$ cat config.mk
export PLATFORM = sky130hd
export DESIGN_NAME = raster_line_setup
export DESIGN_NICKNAME = d
export VERILOG_FILES = /design/src/rtl/raster_line_setup.sv
export SDC_FILE = /design/constraint.sdc
export NUM_CORES = 1
export LEC_CHECK = 0
export ABC_CLOCK_PERIOD_IN_PS = 25400
export BUFFER_PORTS_ARGS = -buffer_cell sky130_fd_sc_hd__buf_2
export CORE_UTILIZATION = 25
export CTS_CLUSTER_SIZE = 20
export DETAILED_ROUTE_END_ITERATION = 10
export PLACE_DENSITY_LB_ADDON = 0.08
export SLEW_MARGIN = 10
export SYNTH_ARGS = -nofsm -noshare
export SYNTH_HDL_FRONTEND = slang
export SYNTH_SLANG_ARGS = --single-unit
$ cat constraint.sdc
create_clock -name clk -period 25.4 [get_ports clk]
set_clock_uncertainty 0.2 [all_clocks]
set_input_delay 1.27 -clock clk [delete_from_list [all_inputs] [get_ports clk]]
set_output_delay 1.27 -clock clk [all_outputs]
set_load 0.005 [all_outputs]
$ cat src/rtl/raster_line_setup.sv
// rtl/raster_line_setup.sv - per-frame triangle edge setup and per-line edge stepping (optional second triangle: RASTER_SETUP_TRI2_EN)
module raster_line_setup (
    input  logic               clk,
    input  logic               reset,
    input  logic [9:0]         x,
    input  logic [9:0]         y,
    input  logic signed [19:0] x_screen_v0,
    input  logic signed [19:0] x_screen_v1,
    input  logic signed [19:0] x_screen_v2,
    input  logic signed [19:0] x_screen_v3,
    input  logic signed [19:0] y_screen_v0,
    input  logic signed [19:0] y_screen_v1,
    input  logic signed [19:0] y_screen_v2,
    input  logic signed [19:0] y_screen_v3,
    input  logic               vtx_valid,
    output logic signed [19:0] e0_init_t1,
    output logic signed [19:0] e1_init_t1,
    output logic signed [19:0] e2_init_t1,
    output logic signed [19:0] e0_init_t2,
    output logic signed [19:0] e1_init_t2,
    output logic signed [19:0] e2_init_t2,
    output logic               setup_busy,
    output logic               setup_done
);

`ifdef RASTER_SETUP_TRI2_EN
    localparam int         NE        = 6;
    localparam logic [3:0] LAST_PIDX = 4'd11;
`else
    localparam int         NE        = 3;
    localparam logic [3:0] LAST_PIDX = 4'd5;
`endif

    typedef enum logic [2:0] {S_IDLE, S_LATCH, S_MUL, S_ACC, S_DONE} state_t;

    state_t             state_q, state_d;
    logic signed [19:0] sx0_q, sx1_q, sx2_q, sy0_q, sy1_q, sy2_q;
    logic signed [19:0] sx0_d, sx1_d, sx2_d, sy0_d, sy1_d, sy2_d;
`ifdef RASTER_SETUP_TRI2_EN
    logic signed [19:0] sx3_q, sy3_q, sx3_d, sy3_d;
`else
    logic               unused_v3;
    assign unused_v3 = ^{x_screen_v3, y_screen_v3};
`endif
    logic [3:0]         pidx_q, pidx_d;
    logic [4:0]         cnt_q, cnt_d;
    logic [19:0]        acc_q, acc_d;
    logic [19:0]        tmp_q, tmp_d;
    logic signed [19:0] work_q [NE];
    logic signed [19:0] work_d [NE];
    logic signed [19:0] e_q [NE];
    logic signed [19:0] e_d [NE];
    logic signed [19:0] delta [NE];

    logic [2:0]         edge_sel;
    logic signed [19:0] xa, ya, xb, yb;
    logic [19:0]        op_a, op_b, term, prod;

    logic start;
    logic line_step;
    assign start     = (y == 10'd524) && (x == 10'd0);
    assign line_step = (y < 10'd479) && (x == 10'd640);

    // Pick the edge endpoints for the current product and do one shift-add step (low 20 bits only)
    always_comb begin
        edge_sel = pidx_q[3:1];
        xa = sx0_q;
        ya = sy0_q;
        xb = sx1_q;
        yb = sy1_q;
        case (edge_sel)
            3'd1: begin xa = sx1_q; ya = sy1_q; xb = sx2_q; yb = sy2_q; end
            3'd2: begin xa = sx2_q; ya = sy2_q; xb = sx0_q; yb = sy0_q; end
`ifdef RASTER_SETUP_TRI2_EN
            3'd3: begin xa = sx0_q; ya = sy0_q; xb = sx2_q; yb = sy2_q; end
            3'd4: begin xa = sx2_q; ya = sy2_q; xb = sx3_q; yb = sy3_q; end
            3'd5: begin xa = sx3_q; ya = sy3_q; xb = sx0_q; yb = sy0_q; end
`endif
            default: ;
        endcase
        // even product: xA*(yB-yA); odd product: yA*(xB-xA)
        op_a = pidx_q[0] ? ya : xa;
        op_b = pidx_q[0] ? (xb - xa) : (yb - ya);
        term = op_b[cnt_q] ? (op_a << cnt_q) : 20'd0;
        prod = acc_q + term;
    end

    // Per-line increment of each edge value, taken from the latched vertices
    always_comb begin
        delta[0] = sx0_q - sx1_q;
        delta[1] = sx1_q - sx2_q;
        delta[2] = sx2_q - sx0_q;
`ifdef RASTER_SETUP_TRI2_EN
        delta[3] = sx0_q - sx2_q;
        delta[4] = sx2_q - sx3_q;
        delta[5] = sx3_q - sx0_q;
`endif
    end

    // Setup FSM next state, product sequencing and output update
    always_comb begin
        state_d = state_q;
        pidx_d  = pidx_q;
        cnt_d   = cnt_q;
        acc_d   = acc_q;
        tmp_d   = tmp_q;
        sx0_d = sx0_q; sx1_d = sx1_q; sx2_d = sx2_q;
        sy0_d = sy0_q; sy1_d = sy1_q; sy2_d = sy2_q;
`ifdef RASTER_SETUP_TRI2_EN
        sx3_d = sx3_q; sy3_d = sy3_q;
`endif
        for (int k = 0; k < NE; k++) begin
            work_d[k] = work_q[k];
            e_d[k]    = line_step ? (e_q[k] + delta[k]) : e_q[k];
        end

        case (state_q)
            S_IDLE: begin
                if (start) begin
                    state_d = S_LATCH;
                    if (vtx_valid) begin
                        sx0_d = x_screen_v0; sx1_d = x_screen_v1; sx2_d = x_screen_v2;
                        sy0_d = y_screen_v0; sy1_d = y_screen_v1; sy2_d = y_screen_v2;
`ifdef RASTER_SETUP_TRI2_EN
                        sx3_d = x_screen_v3; sy3_d = y_screen_v3;
`endif
                    end
                end
            end
            S_LATCH: begin
                pidx_d  = 4'd0;
                cnt_d   = 5'd0;
                acc_d   = 20'd0;
                state_d = S_MUL;
            end
            S_MUL: begin
                acc_d = prod;
                cnt_d = cnt_q + 5'd1;
                if (cnt_q == 5'd19) begin
                    acc_d = 20'd0;
                    cnt_d = 5'd0;
                    if (!pidx_q[0]) begin
                        tmp_d = prod;
                    end else begin
                        // e(0,0) = yA*(xB-xA) - xA*(yB-yA)
                        for (int k = 0; k < NE; k++) begin
                            if (edge_sel == 3'(k)) begin
                                work_d[k] = prod - tmp_q;
                            end
                        end
                    end
                    if (pidx_q == LAST_PIDX) begin
                        state_d = S_ACC;
                    end else begin
                        pidx_d = pidx_q + 4'd1;
                    end
                end
            end
            S_ACC: begin
                state_d = S_DONE;
            end
            S_DONE: begin
                for (int k = 0; k < NE; k++) begin
                    e_d[k] = work_q[k];
                end
                state_d = S_IDLE;
            end
            default: state_d = S_IDLE;
        endcase
    end

    // State and datapath registers, cleared asynchronously
    always_ff @(posedge clk or negedge reset) begin
        if (!reset) begin
            state_q <= S_IDLE;
            pidx_q  <= 4'd0;
            cnt_q   <= 5'd0;
            acc_q   <= 20'd0;
            tmp_q   <= 20'd0;
            sx0_q <= '0; sx1_q <= '0; sx2_q <= '0;
            sy0_q <= '0; sy1_q <= '0; sy2_q <= '0;
`ifdef RASTER_SETUP_TRI2_EN
            sx3_q <= '0; sy3_q <= '0;
`endif
            for (int k = 0; k < NE; k++) begin
                work_q[k] <= '0;
                e_q[k]    <= '0;
            end
        end else begin
            state_q <= state_d;
            pidx_q  <= pidx_d;
            cnt_q   <= cnt_d;
            acc_q   <= acc_d;
            tmp_q   <= tmp_d;
            sx0_q <= sx0_d; sx1_q <= sx1_d; sx2_q <= sx2_d;
            sy0_q <= sy0_d; sy1_q <= sy1_d; sy2_q <= sy2_d;
`ifdef RASTER_SETUP_TRI2_EN
            sx3_q <= sx3_d; sy3_q <= sy3_d;
`endif
            for (int k = 0; k < NE; k++) begin
                work_q[k] <= work_d[k];
                e_q[k]    <= e_d[k];
            end
        end
    end

    assign e0_init_t1 = e_q[0];
    assign e1_init_t1 = e_q[1];
    assign e2_init_t1 = e_q[2];
`ifdef RASTER_SETUP_TRI2_EN
    assign e0_init_t2 = e_q[3];
    assign e1_init_t2 = e_q[4];
    assign e2_init_t2 = e_q[5];
`else
    assign e0_init_t2 = '0;
    assign e1_init_t2 = '0;
    assign e2_init_t2 = '0;
`endif
    assign setup_busy = (state_q != S_IDLE);
    assign setup_done = (state_q == S_DONE);

endmodule

==> flow_results.org <==
** Yosys
- Synthesis inferred 292 register bits.
- After synthesis, flip-flops and latches occupy approximately a third of the total area.
- The number of different library cells used by synthesis comes to 83.
- For this run, asynchronously set or reset flops after synthesis account for 100%.
- During synthesis, Yosys emitted a total of 0 warnings.
- Post-synthesis average cell area :: 8.67 µm²
- Summed instance area of the synthesized netlist :: 23000 µm²
- By count the netlist is led by sky130_fd_sc_hd__dfrtp_1 (292), sky130_fd_sc_hd__inv_1 (287), sky130_fd_sc_hd__nand2_1 (267), sky130_fd_sc_hd__o21ai_0 (241), sky130_fd_sc_hd__a21oi_1 (193).
- The largest total area in the synthesized netlist belongs to sky130_fd_sc_hd__dfrtp_1.
- Of the post-synthesis cell area, the dominant cell type holds a little under a third.
- Synthesis produced a netlist whose cell count is 2652.
- Among all flip-flop cells after synthesis, the most frequent one is sky130_fd_sc_hd__dfrtp_1.
- By area the synthesized netlist is led by sky130_fd_sc_hd__dfrtp_1 (32%), sky130_fd_sc_hd__ha_1 (7.6%), sky130_fd_sc_hd__mux2_2 (6.3%).
- Counting flops with a built-in enable in the synthesized netlist gives 0.
- The most common cell in the synthesized netlist is sky130_fd_sc_hd__dfrtp_1.

** Timing
- Maximum achievable frequency :: 0.0918 GHz
- Hold violation count in the final report :: 0
- After layout, the worst path uses 42.9% of the clock period.
- For the pin with the worst max-slew slack, the measured transition is 1040 ps.
- Minimum period implied by the final worst setup slack :: 10890 ps
- Worst slew margin relative to its limit :: 28.6%
- # setup viols final :: 0
- Setup TNS :: 0 ps
- Unrepaired setup endpoints after global routing :: false
- Count of pins over their slew limit :: 0

** Critical path
- Worst setup path category :: flop to flop
- Critical path capture point type :: flop
- Startpoint kind of the worst setup timing path :: flop
- At the worst endpoint, the arrival time is 11160 ps.
- At the worst endpoint, the required time is 25670 ps.
- Critical-path cell with the highest stage delay :: sky130_fd_sc_hd__o21ai_0
- Stage delay of the slowest cell on the critical path :: around 740 ps
- Internal reg-to-reg setup slack :: 14510 ps
- Measured in cells, the most critical reg-to-reg path has a length of 40.
- Crit Path Max Fanout :: 50
- In this run the critical register-to-register path is captured at work_q[19].
- Startpoint of the worst register-to-register path :: pidx_q[2]
- Crit-path most repeated cell :: sky130_fd_sc_hd__o21ai_0

** Power
- Comb pwr share :: 7.3%
- Static power due to leakage :: around 13 nW
- The share of total power dissipated in the clock network is 52.7%.
- Total power for the finished layout comes to approximately 1.2 mW.
- For this design the total switching power over the nets is approximately 0.30 mW.
- The internal power of the cells totals 0.881 mW.
- Power density of the placed cells :: 44.4 nW/µm²
- In this run switching power makes up 25.3% of total power.
- VDD sags by at most 0.0406 mV.
- Relative contribution of sequential cells to total power :: 39.9%

** Clock tree
- The tree is rooted in a sky130_fd_sc_hd__clkbuf_16.
- Clock Tree Buf Depth :: 3
- Later-pin clock latency in the skew report :: about 590 ps
- The number of gates resized after CTS was 0.
- H-tree depth reported by CTS :: 2
- The number of clock buffers added by TritonCTS is 41.
- Total clock sinks :: 292
- Buffers added to address setup during post-CTS repair amount to 0.
- Clk pin slew, worst setup/hold paths :: about 60 ps
- For this design, the CTS-stage hold fixing added 0 buffers.
- TritonCTS built the clock tree.

** Detailed routing
- Total met3 wirelength after detailed routing :: 3560 µm
- DRC violation count after routing :: 0
- Before antenna repair, the detailed router went through 5 iterations.
- In this run, the number of DRC markers left after iteration 0 of detailed routing was ~1200.
- In the routed layout, each cell is associated on average with a via count of 4.90.
- Top layer used by detailed routing :: met4
- Dividing the detail-routed wire length by the instance count gives 21.8 µm.
- The count of nets left with antenna violations once routing finished came out at 0.
- The final layout contains routed wiring with a total length of 87600 µm.
- In the detailed route, the total length drawn on met2 is 39100 µm.
- Met1 layer wirelength in the final routing :: 43500 µm
- The routed layout has 19666 vias.

** GRT
- Maximum number of pins on one net before global-route repair :: 179
- Global-route total usage across every layer :: a little under a fifth
- The first global-routing pass estimated ~130000 µm of wire.
- The number of antenna violations at the first check in global routing was 2.
- The total overflow left after global routing is 0.
- The via count of the first global-routing pass came to 19662.

** Layout
- Number of fill cells :: 9699
- The multi-input combinational cells in the finished layout cover a total of 14000 µm².
- The net count of the finished layout is 3190.
- In the final layout, flip-flops and latches occupy between 7000 and 8000 µm².
- From synthesis to final layout, the design area changed by 15.4%.
- Cells with a size suffix above 1 make up 16.5% of the layout.
- Non-filler cells in the finished layout :: 4015

** Placement
- Count of input and output buffers :: 204
- The congestion estimate from routability-driven global placement came to 0.858.
- Once detailed placement completed, the half-perimeter wirelength came to 67700 µm.
- Including well taps, the total number of placed cells is 3940.

** Die
- Measured along the y axis, the die boundary spans 305 µm.
- Die Outline Area :: approximately 93000 µm²
- The initial utilization of the core area, before any placement, comes to between 20% and 30%.
- Floorplan row count :: 110
- Die W :: 305 µm
- The core region is 90600 µm².
- Pin placement for this block handled 305 I/O pins.

** Min path
- The path with the worst hold slack has its endpoint at e0_init_t1[6].
- The worst hold path belongs to the class flop to flop.
- Hold Path Cell Cnt :: 2
- The worst hold path begins at work_q[46].

** Outcome
- Result of the run :: finished clean

** Job
- Reported max-cap violation count :: 0
[power by group through the flow]
stage                     Combinational [mW]  Sequential (mW)  Clock (mW)
after floorplan                       0.0538            0.477           0
after global placement                0.0874            0.479           0
after detailed placement              0.0877            0.479           0
after CTS                             0.0883            0.470       0.645
after global routing                  0.0977            0.470       0.660
final                                 0.0866            0.470       0.622
[final cells by class]
class | instances | share of cell area [%]
flip-flops and latches | 292 | 27.6
inverters | 288 | 4.08
clock buffers | 58 | 4.49
multi-input cells | 1948 | 52.6
repair buffers | 236 | 4.84
clock inverters | 15 | 0.887
diodes | 2 | 0.0189
well taps | 1176 | 5.55
[worst max path at each step]
stage               startpoint         end  slack (ps)
global placement     pidx_q[2]  work_q[19]       14470
detailed placement   pidx_q[2]  work_q[39]       14490
finish               pidx_q[2]  work_q[19]       14510
floorplan            pidx_q[1]  work_q[19]       16680
global route         pidx_q[2]  work_q[19]       13950
CTS                  pidx_q[2]  work_q[19]       14440
[critical path: cells and delay by family, from the launching register on]
family | cells | cell delay [ps]
adder cells (fa/ha/maj) | 4 | 1430
multiplexers | 1 | 300
AO/OA/AOI/OAI | 15 | 3420
AND/OR/NAND/NOR | 12 | 2470
buffers and inverters | 4 | 1210
XOR/XNOR | 4 | 980
flip-flops | 1 | 710
[routing by layer]
metal  track usage (%)  vias up
met4              3.80        0
li1                  -     9387
met5                 0        -
met2              29.0      458
met3              2.20       81
met1              27.4     9740
[flip-flops by register name, summed over array words and instances, names as in the netlist]
name / cells
e1_init_t1: 20
tmp_q: 20
pidx_q: 4
state_q: 3
sy0_q: 20
sx1_q: 20
sx0_q: 20
sy1_q: 20
cnt_q: 5
sx2_q: 20
e0_init_t1: 20
acc_q: 20
sy2_q: 20
e2_init_t1: 20
work_q: 60
[metrics by stage]
stage	cell area [µm²]	hold WS, ps	util, %	worst slack (ps)
floorplan	23200	243	-	16680
global placement	25100	254	27.7	14470
detailed placement	25100	262	27.7	14490
CTS	26500	272	29.3	14440
global route	26500	285	29.3	13950
finish	26500	270	29.3	14510
[kinds of logic (layout without fill, tap and decap cells)]
family,after synthesis,after routing,share of synthesized area [%]
compound gates,736,736,19.9
xor+xnor,111,111,4.37
fa+ha+maj,200,200,12.9
buf+inv,471,597,8.71
flops,292,292,31.8
mux,190,190,9.46
other cells,1,62,0.0163
simple gates,651,651,12.9
[layout by cell type (no fill, tap or decap), types with 12 or more instances in the layout]
cell                        instances
sky130_fd_sc_hd__nand3_1           27
sky130_fd_sc_hd__a211oi_1          22
sky130_fd_sc_hd__a31oi_1           14
sky130_fd_sc_hd__or3_1             13
sky130_fd_sc_hd__dfrtp_1          290
sky130_fd_sc_hd__nor3_1            57
sky130_fd_sc_hd__nor2_1           149
sky130_fd_sc_hd__o211ai_1          13
sky130_fd_sc_hd__a22oi_1           58
sky130_fd_sc_hd__nand2_1          267
sky130_fd_sc_hd__nor2b_1           41
sky130_fd_sc_hd__mux2_2           128
sky130_fd_sc_hd__mux2i_1           53
sky130_fd_sc_hd__a2bb2oi_1         12
sky130_fd_sc_hd__ha_1             139
sky130_fd_sc_hd__buf_4             31
sky130_fd_sc_hd__o21ai_0          240
sky130_fd_sc_hd__xor2_1            38
sky130_fd_sc_hd__inv_1            287
sky130_fd_sc_hd__a21o_1            34
sky130_fd_sc_hd__o21a_1            13
sky130_fd_sc_hd__o21ai_1           12
sky130_fd_sc_hd__xnor2_1           71
sky130_fd_sc_hd__conb_1            60
sky130_fd_sc_hd__clkbuf_16         42
sky130_fd_sc_hd__and3_1            16
sky130_fd_sc_hd__a22o_1            38
sky130_fd_sc_hd__nand2b_1          16
sky130_fd_sc_hd__buf_2            203
sky130_fd_sc_hd__and2_1            12
sky130_fd_sc_hd__a21oi_1          193
sky130_fd_sc_hd__o22ai_1           13
sky130_fd_sc_hd__fa_1              61
Note: power is estimated with default switching activity, not from simulation.
